[src/rtl/fetch_sequencer.sv]
// Instruction-fetch controller: owns the PC, issues one registered-read memory
// request per instruction, presents the word to decode and handles redirect/HALT.
module fetch_sequencer #(
    parameter int                ADDR_W   = 6,
    parameter int                DATA_W   = 16,
    parameter logic [ADDR_W-1:0] RESET_PC = '0,
    parameter logic [3:0]        HALT_OP  = 4'hF
) (
    input  logic              clk,
    input  logic              reset,
    output logic              mem_en,
    output logic [ADDR_W-1:0] mem_addr,
    input  logic [DATA_W-1:0] mem_rdata,
    output logic [DATA_W-1:0] ir,
    output logic [ADDR_W-1:0] ir_pc,
    output logic              ir_valid,
    input  logic              ir_ready,
    input  logic              redirect,
    input  logic [ADDR_W-1:0] redirect_pc,
    input  logic              resume,
    output logic              halted,
    output logic [ADDR_W-1:0] pc
);

    typedef enum logic [2:0] {
        IDLE  = 3'd0,
        REQ   = 3'd1,
        RESP  = 3'd2,
        VALID = 3'd3,
        HALT  = 3'd4
    } state_t;

    state_t              state_reg, state_next;
    logic [ADDR_W-1:0]   pc_reg, pc_next;
    logic [DATA_W-1:0]   ir_reg, ir_next;
    logic [ADDR_W-1:0]   ir_pc_reg, ir_pc_next;

    always_ff @(posedge clk or posedge reset) begin
        if (reset) begin
            state_reg <= IDLE;
            pc_reg    <= RESET_PC;
            ir_reg    <= '0;
            ir_pc_reg <= '0;
        end else begin
            state_reg <= state_next;
            pc_reg    <= pc_next;
            ir_reg    <= ir_next;
            ir_pc_reg <= ir_pc_next;
        end
    end

    always_comb begin
        state_next = state_reg;
        pc_next    = pc_reg;
        ir_next    = ir_reg;
        ir_pc_next = ir_pc_reg;

        case (state_reg)
            IDLE:  state_next = REQ;
            REQ:   state_next = RESP;
            RESP: begin
                ir_next    = mem_rdata;
                ir_pc_next = pc_reg;
                pc_next    = pc_reg + ADDR_W'(1);
                state_next = VALID;
            end
            VALID: begin
                if (ir_ready)
                    state_next = (ir_reg[DATA_W-1 -: 4] == HALT_OP) ? HALT : REQ;
            end
            HALT: begin
                if (resume)
                    state_next = REQ;
            end
            default: state_next = IDLE;
        endcase

        // Redirect overrides everything; outside HALT it also drops any
        // in-flight read so the stale word never reaches ir.
        if (redirect) begin
            pc_next = redirect_pc;
            if (state_reg != HALT) begin
                state_next = REQ;
                ir_next    = ir_reg;
                ir_pc_next = ir_pc_reg;
            end
        end
    end

    assign mem_en   = (state_reg == REQ);
    assign mem_addr = pc_reg;
    assign ir       = ir_reg;
    assign ir_pc    = ir_pc_reg;
    assign ir_valid = (state_reg == VALID);
    assign halted   = (state_reg == HALT);
    assign pc       = pc_reg;

endmodule

[config.mk]
export PLATFORM = sky130hd
export DESIGN_NAME = fetch_sequencer
export DESIGN_NICKNAME = d
export VERILOG_FILES = /design/src/rtl/fetch_sequencer.sv
export SDC_FILE = /design/constraint.sdc
export NUM_CORES = 1
export LEC_CHECK = 0
export BUFFER_PORTS_ARGS = -buffer_cell sky130_fd_sc_hd__buf_4
export CAP_MARGIN = 5
export CORE_AREA = 2 2 61 63
export DETAILED_ROUTE_END_ITERATION = 6
export DIE_AREA = 0 0 63 65
export PLACE_DENSITY = 0.74
export RECOVER_POWER = 25
export REMOVE_ABC_BUFFERS = 1
export SKIP_LAST_GASP = 1
export SLEW_MARGIN = 10
export SYNTH_ARGS = -nofsm -noshare
export SYNTH_HDL_FRONTEND = slang
export SYNTH_SLANG_ARGS = --single-unit
[constraint.sdc]
create_clock -name clk -period 1.75 [get_ports clk]
set_input_delay 0.175 -clock clk [delete_from_list [all_inputs] [get_ports clk]]
set_output_delay 0.175 -clock clk [all_outputs]
set_load 0.05 [all_outputs]
==> run summary, run 1 <==
DR WL/cell = 14.0 um
HP Class = primary input to flop
CTS tree = done
IR drop worst, VDD = 0.636 mV
asr flop ratio synth = 1.00
most frequent cells in the layout = buf_4, dfrtp_1, mux2_2
Clk Latency, worst-skew pair = 0.33 ns
RSZ-0062 raised after global routing = false
num ports = 64
first-pass GRT wire length = 5220 um
total CTS buffers = 5
Yosys cell types = 34
Die Ht = 65 um
DR vias/cell = 5.04
sw frac = 0.439
CP delay by family, top = flip-flops
status = completed
First DRT Iteration DRCs = 76
Post-Syn Area per Cell = 12.9 um2
f_max = 647 MHz
synthesized instance count = 116
yosys warns = 0
share of total power in combinational logic = 0.484
Layout area overhead = 36.5%
Req. time, crit path = 1.57 ns
max reg flops = 16
P_leak = 0.986 nW
CTS resizes = 0
Final Hold Fails = 0
DRT antenna net count = 0
max incr delay on CP = 0.58 ns
crit path max-delay cell type = dfrtp_1
Site Rows = 22
Worst Skew = 0.00413 ns
EDFF count, synth = 0
fin crit share = 0.884
Setup WS pre-CTS = 0.273 ns
largest net degree at the start of global routing = 32
Slew HR = 0.505
vias in the first global route = 1062
max cap viols = 0
Ant. Diodes = 0
Most used DFF post-synth = dfrtp_1
PwrDens = 1580 nW/um2
Placed Area = 1960 um2
critical path fanouts, max = 11
DR vias = 1134
design area = 2050 um2
htree depth = 2
CTS Sinks = 31
arrival time worst endpoint = 1.37 ns
Initial Util = 0.429
final wirelength = 3150 um
sequence of cells on the critical path = inv_1 > nor2_1 > buf_4
Pint = 1.81 mW
CP bufs+invs = 2
clock power share = 0.180
P_sw = 1.42 mW
dpl hpwl = 2240 um
Max Root-Sink Buffers = 2
Mapped Area = 1500 um2
Clk pin slew, worst setup/hold paths = 0.10 ns
CTS Root Buffer Type = clkbuf_4
dpl cells = 216
Power, Total = 3.23 mW
Core ar. = 3500 um2
Startpoint Class = flop
non-filler instance count after layout = 225
fin crit period = 1.55 ns
Worst-Margin Slew = 0.743 ns
Yosys reg bits = 31
Slew Limit Fails = 0
Total GRT Usage = 0.170
Die Footprint = 4100 um2
IO Port Bufs = 63
commonest non-fill, non-tap cell in the layout = buf_4
setup ws final = 0.204 ns
drt first pass iters = 4
layout cells sized above 1 = 0.559
crit path capture type = primary output
final core utilization = 0.586
final net count = 204
residual DRC count = 0
Die Wd = 63 um
register area share after synthesis = 0.517
Finish-stage setup viols = 0
Final Wtd Congestion = 0.756
GRT overflow = 0
critical path class = flop to primary output
# Post-CTS Setup Buffers = 0
initial antenna violation count = 0
Reg power frac = 0.335
[logic make-up after synthesis]
kind of cell,Yosys count,share of synthesized area
compound gates,11,0.0500
buf+inv,17,0.0808
simple gates,31,0.136
xor+xnor,2,0.0117
flops,31,0.517
fa+ha+maj,1,0.00833
mux,23,0.197
[metal layers]
| metal | routed length (um) | GRT usage |
|---|---|---|
| met4 | 74 | 0.0750 |
| met2 | 1550 | 0.275 |
| met5 | 0 | 0 |
| met3 | 233 | 0.0677 |
| met1 | 1290 | 0.199 |
[repair_timing]
item,CTS,global route
hold buffers,1,0
endpoints found under the hold margin,31,0
endpoints found under the setup margin,0,0
[tightest hold or removal path: cells and delay by family]
family                 cells  cell delay [ns]
buffers and inverters      1             0.08
AND/OR/NAND/NOR            2             0.09
[final timing paths]
check	slack [ns]	from	endpoint	cells past startpoint
max in group asynchronous	0.68	reset	ir[15]$_DFFE_PP0P_	4
max	0.20	state_reg[0]$_DFF_PP0_	ir_valid	3
min in group asynchronous	0.60	reset	ir[11]$_DFFE_PP0P_	4
max reg2reg	0.26	state_reg[2]$_DFF_PP0_	ir[15]$_DFFE_PP0P_	4
min	0.05	redirect_pc[5]	mem_addr[5]$_DFFE_PP0P_	3
min reg2reg	0.52	ir_pc[4]$_DFFE_PP0P_	ir_pc[4]$_DFFE_PP0P_	1
[metrics by stage]
step	setup TNS (ns)	hold slack (ns)
floorplan	-1.24	0.246
global placement	0	0.280
detailed placement	0	0.284
CTS	0	0.0329
global route	0	0.0293
finish	0	0.0496
[final cells by class]
class / count / area (um2)
Multi-Input combinational cell: 68 / 604
Clock buffer: 6 / 51.3
Fill cell: 302 / 1450
Sequential cell: 31 / 776
Tap cell: 48 / 60.1
Inverter: 4 / 15.0
Timing Repair Buffer: 66 / 508
Clock inverter: 2 / 35.0
[cell usage after synthesis, types with 2 or more instances]
cell type,number,area (um2)
o21ai_0,5,25.0
nor3_1,2,10.0
buf_4,7,52.6
mux2_2,12,135
mux2_4,10,150
nand2b_1,2,12.5
inv_1,4,15.0
nor2_1,3,11.3
xnor2_1,2,17.5
nand2_1,7,26.3
nor2b_1,2,12.5
nand4_1,2,12.5
nand3_1,3,15.0
nor3b_1,2,15.0
dfrtp_1,31,776
buf_6,4,45.0
[power groups by stage]
stage	clock network [mW]	registers, mW	logic, mW
floorplan	0	1.85	0.316
CTS	0.600	1.09	1.58
global placement	0	1.09	1.56
finish	0.583	1.08	1.57
detailed placement	0	1.10	1.57
global route	0.645	1.11	1.62
No activity file was read; power rests on OpenSTA's default activity.
==> inputs of run 2 (changes only) <==
--- a/config.mk
+++ b/config.mk
@@ -8,9 +8,10 @@
 export BUFFER_PORTS_ARGS = -buffer_cell sky130_fd_sc_hd__buf_4
 export CAP_MARGIN = 5
 export CORE_AREA = 2 2 61 63
+export CTS_BUF_LIST = sky130_fd_sc_hd__clkbuf_4 sky130_fd_sc_hd__clkbuf_8
 export DETAILED_ROUTE_END_ITERATION = 6
 export DIE_AREA = 0 0 63 65
-export PLACE_DENSITY = 0.74
+export PLACE_DENSITY = 0.86
 export RECOVER_POWER = 25
 export REMOVE_ABC_BUFFERS = 1
 export SKIP_LAST_GASP = 1
==> run summary, run 2 (synthesized netlist as in run 1, its figures left out) <==
commonest non-fill, non-tap cell in the layout = buf_4
DR vias/cell = 4.89 (-3.1%)
Worst Skew = 0.00845 ns (+0.00432 ns)
IO Port Bufs = 63 (unchanged)
Worst-Margin Slew = 0.747 ns (+0.00407 ns)
layout cells sized above 1 = 0.564 (+0.00492)
Clk Latency, worst-skew pair = 0.33 ns (about the same)
max reg flops = 16 (unchanged)
Final Hold Fails = 0 (unchanged)
max incr delay on CP = 0.49 ns (-0.09 ns)
non-filler instance count after layout = 227 (+0.89%)
critical path class = flop to primary output
Layout area overhead = 36.6% (about the same)
total CTS buffers = 5 (unchanged)
final core utilization = 0.587 (about the same)
Finish-stage setup viols = 0 (unchanged)
HP Class = primary input to flop
residual DRC count = 0 (unchanged)
Die Footprint = 4100 um2 (unchanged)
critical path fanouts, max = 10 (-1)
Ant. Diodes = 0 (unchanged)
RSZ-0062 raised after global routing = false
Site Rows = 22 (unchanged)
first-pass GRT wire length = 5020 um (-3.8%)
DR WL/cell = 13.7 um (-2.0%)
Initial Util = 0.429 (unchanged)
Startpoint Class = flop
max cap viols = 0 (unchanged)
vias in the first global route = 1081 (+1.8%)
CTS Sinks = 31 (unchanged)
PwrDens = 1530 nW/um2 (-2.9%)
sequence of cells on the critical path = nand2b_1 > nor2_1 > buf_4
f_max = 664 MHz (+2.7%)
Slew HR = 0.502 (-0.00272)
arrival time worst endpoint = 1.33 ns (-0.04 ns)
most frequent cells in the layout = buf_4, dfrtp_1, mux2_2
Core ar. = 3500 um2 (unchanged)
status = completed
CTS tree = done
drt first pass iters = 4 (unchanged)
Die Ht = 65 um (unchanged)
First DRT Iteration DRCs = 64 (-16%)
Final Wtd Congestion = 0.828 (+9.5%)
final net count = 206 (+0.98%)
Req. time, crit path = 1.57 ns (about the same)
initial antenna violation count = 0 (unchanged)
P_leak = 0.990 nW (+0.41%)
crit path capture type = primary output
Die Wd = 63 um (unchanged)
num ports = 64 (unchanged)
htree depth = 2 (unchanged)
crit path max-delay cell type = dfrtp_1
DR vias = 1109 (-2.2%)
CTS Root Buffer Type = clkbuf_4
IR drop worst, VDD = 1.03 mV (+62%)
dpl cells = 218 (+0.93%)
Slew Limit Fails = 0 (unchanged)
dpl hpwl = 2240 um (+0.12%)
final wirelength = 3110 um (-1.1%)
Max Root-Sink Buffers = 2 (unchanged)
largest net degree at the start of global routing = 32 (unchanged)
fin crit period = 1.51 ns (-0.0407 ns)
fin crit share = 0.860 (-0.0232)
GRT overflow = 0 (unchanged)
DRT antenna net count = 0 (unchanged)
Total GRT Usage = 0.160 (-0.00963)
Clk pin slew, worst setup/hold paths = 0.09 ns (about the same)
## run 2: area by class of cell
class | instances | area (um2)
Inverter | 4 | 15.0
Multi-Input combinational cell | 68 | 604
Tap cell | 48 | 60.1
Timing Repair Buffer | 68 | 523
Sequential cell | 31 | 776
Fill cell | 284 | 1450
Clock buffer | 8 | 72.6
## run 2: through the flow
step           cell area [um2]  power, mW  worst slack (ns)  TNS (ns)  hold slack [ns]
2_1_floorplan             1400       2.17           -0.0789     -1.24            0.246
3_3_place_gp              1970       2.65             0.351         0            0.278
3_5_place_dp              1970       2.68             0.311         0            0.290
4_1_cts                   2050       3.17             0.221         0           0.0420
5_1_grt                   2050       3.28             0.137         0           0.0355
6_report                  2050       3.14             0.244         0           0.0578
## run 2: timing repair
item / 4_1_cts / 5_1_grt
hold buffers: 1 / 0
buffers inserted: 0 / 0
resized for setup: 0 / 0
hold endpoints to repair: 31 / 0
## run 2: critical path, delay by kind of cell (launching register included)
kind / cells / cell delay [ns]
flip-flops: 1 / 0.49
AND/OR/NAND/NOR: 2 / 0.32
buffers and inverters: 1 / 0.20
## run 2: final timing paths
path                                        start                       to  slack, ns  cells past startpoint
min                                redirect_pc[1]  mem_addr[1]$_DFFE_PP0P_       0.06                      3
max                        state_reg[1]$_DFF_PP0_                   mem_en       0.24                      3
min in group asynchronous                   reset        ir[5]$_DFFE_PP0P_       0.63                      4
max in group asynchronous                   reset   state_reg[1]$_DFF_PP0_       0.64                      4
min reg2reg                     ir[9]$_DFFE_PP0P_        ir[9]$_DFFE_PP0P_       0.52                      1
max reg2reg                state_reg[1]$_DFF_PP0_       ir[10]$_DFFE_PP0P_       0.30                      4
## run 2: power by group
| group | switching (mW) | total, mW | internal (mW) |
|---|---|---|---|
| Combinational | 1.02 | 1.58 | 0.553 |
| Sequential | 0.155 | 1.08 | 0.925 |
| Clock | 0.233 | 0.484 | 0.252 |
| Total | 1.41 | 3.14 | 1.73 |
## run 2: layer usage
layer	wire, um	share of wire	global-route usage	vias up
met4	24	0.0077	0.0500	0
met1	1290	0.42	0.188	538
met3	202	0.065	0.0608	2
met2	1590	0.51	0.271	46
li1	-	-	-	523
met5	0	0	0	-
==> inputs of run 3 (changes only) <==
--- a/config.mk
+++ b/config.mk
@@ -12,7 +12,7 @@
 export DETAILED_ROUTE_END_ITERATION = 6
 export DIE_AREA = 0 0 63 65
 export PLACE_DENSITY = 0.86
-export RECOVER_POWER = 25
+export RECOVER_POWER = 50
 export REMOVE_ABC_BUFFERS = 1
 export SKIP_LAST_GASP = 1
 export SLEW_MARGIN = 10
==> run summary, run 3 (synthesized netlist as in run 1, its figures left out) <==
first-pass GRT wire length = 5020 um (unchanged)
non-filler instance count after layout = 227 (unchanged)
DR vias/cell = 4.89 (about the same)
setup ws final = 0.242 ns (-0.00214 ns)
max incr delay on CP = 0.50 ns (about the same)
HP Class = primary input to flop
Finish-stage setup viols = 0 (unchanged)
RSZ-0062 raised after global routing = false
layout cells sized above 1 = 0.469 (-0.0950)
final net count = 206 (unchanged)
most frequent cells in the layout = buf_4, dfrtp_1, clkbuf_1
R2R setup slack = 0.29 ns (about the same)
f_max = 663 MHz (-0.14%)
max cap viols = 0 (unchanged)
max reg flops = 16 (unchanged)
Initial Util = 0.429 (unchanged)
Core ar. = 3500 um2 (unchanged)
crit path max-delay cell type = dfrtp_1
IR drop worst, VDD = 1.01 mV (-2.4%)
final wirelength = 3140 um (+0.96%)
Ant. Diodes = 0 (unchanged)
CTS tree = done
dpl hpwl = 2240 um (unchanged)
htree depth = 2 (unchanged)
status = completed
Worst Skew = 0.00784 ns (-0.000609 ns)
IO Port Bufs = 63 (unchanged)
CTS Root Buffer Type = clkbuf_4
GRT overflow = 0 (unchanged)
Total GRT Usage = 0.160 (unchanged)
Layout area overhead = 32.3%
Setup WS pre-CTS = 0.311 ns (unchanged)
Clk pin slew, worst setup/hold paths = 0.09 ns (about the same)
Site Rows = 22 (unchanged)
Worst R2R Start = state_reg[1]$_DFF_PP0_
CTS Sinks = 31 (unchanged)
DRT antenna net count = 0 (unchanged)
DR WL/cell = 13.8 um (+0.96%)
Worst-Margin Slew = 0.746 ns (-0.00112 ns)
Final Hold Fails = 0 (unchanged)
Req. time, crit path = 1.57 ns (about the same)
Final Wtd Congestion = 0.828 (unchanged)
RR Endpoint = ir_pc[4]$_DFFE_PP0P_
PwrDens = 1510 nW/um2 (-1.1%)
sequence of cells on the critical path = nand2b_1 > nor2_1 > buf_4
DR vias = 1110 (+0.090%)
critical path class = flop to primary output
total CTS buffers = 5 (unchanged)
drt first pass iters = 4 (unchanged)
critical path fanouts, max = 10 (unchanged)
P_leak = 0.927 nW (-6.4%)
fin crit share = 0.862 (+0.00122)
fin crit period = 1.51 ns (+0.00214 ns)
arrival time worst endpoint = 1.33 ns (about the same)
Worst Setup SP = state_reg[1]$_DFF_PP0_
Clk Latency, worst-skew pair = 0.33 ns (about the same)
commonest non-fill, non-tap cell in the layout = buf_4
residual DRC count = 0 (unchanged)
Slew HR = 0.503 (+0.000746)
Slew Limit Fails = 0 (unchanged)
R2R depth = 4 (unchanged)
initial antenna violation count = 0 (unchanged)
num ports = 64 (unchanged)
First DRT Iteration DRCs = 71 (+11%)
final core utilization = 0.568 (-0.0183)
Max Root-Sink Buffers = 2 (unchanged)
crit path capture type = primary output
Die Wd = 63 um (unchanged)
largest net degree at the start of global routing = 32 (unchanged)
vias in the first global route = 1081 (unchanged)
Startpoint Class = flop
dpl cells = 218 (unchanged)
Die Ht = 65 um (unchanged)
Critical Path Sink = mem_en
Die Footprint = 4100 um2 (unchanged)
[run 3: cell types whose count changed in the layout (fill, tap and decap cells not counted), sizes merged]
cell / change
buf: -17
clkbuf: +17
[run 3: power by group]
group	internal, mW	switching (mW)
clock network	0.252	0.233
registers	0.925	0.152
logic	0.422	1.03
[run 3: critical path, delay by kind of cell, from the launching register on]
family	cells	cell delay [ns]
buf+inv	1	0.20
simple gates	2	0.32
flops	1	0.50
[run 3: how the worst min path moves through the flow]
stage	from	end	slack, ns	depth (start not counted)
after floorplan	redirect	state_reg[1]$_DFF_PP0_	0.25	1
after global routing	redirect_pc[1]	mem_addr[1]$_DFFE_PP0P_	0.04	3
after global placement	reset	ir[9]$_DFFE_PP0P_	0.28	3
after detailed placement	reset	ir[9]$_DFFE_PP0P_	0.29	3
after CTS	redirect_pc[1]	mem_addr[1]$_DFFE_PP0P_	0.04	3
final	redirect_pc[1]	mem_addr[1]$_DFFE_PP0P_	0.06	3
[run 3: final cells by class]
| class | count | area [um2] |
|---|---|---|
| timing repair buffer | 68 | 459 |
| clock buffer | 8 | 72.6 |
| multi-input combinational | 68 | 604 |
| fill | 305 | 1510 |
| tap | 48 | 60.1 |
| inverter | 4 | 15.0 |
| sequential | 31 | 776 |
[run 3: per-stage QoR]
step           hold slack, ns  power, mW  instance area, um2  setup TNS (ns)
2_1_floorplan           0.246       2.17                1400           -1.24
3_3_place_gp            0.278       2.65                1970               0
3_5_place_dp            0.290       2.68                1970               0
4_1_cts                0.0420       3.17                2050               0
5_1_grt                0.0355       3.14                1990               0
6_report               0.0577       3.01                1990               0
[run 3: metal layers]
metal,routed length (um),global-route usage
met5,0,0
met4,24,0.0500
met3,202,0.0608
met2,1590,0.271
met1,1320,0.188
[run 3: what timing repair did]
action,in CTS,in global routing
hold buffers,1,0
setup buffers,0,0
hold endpoints to repair,31,0
resized for setup,0,0
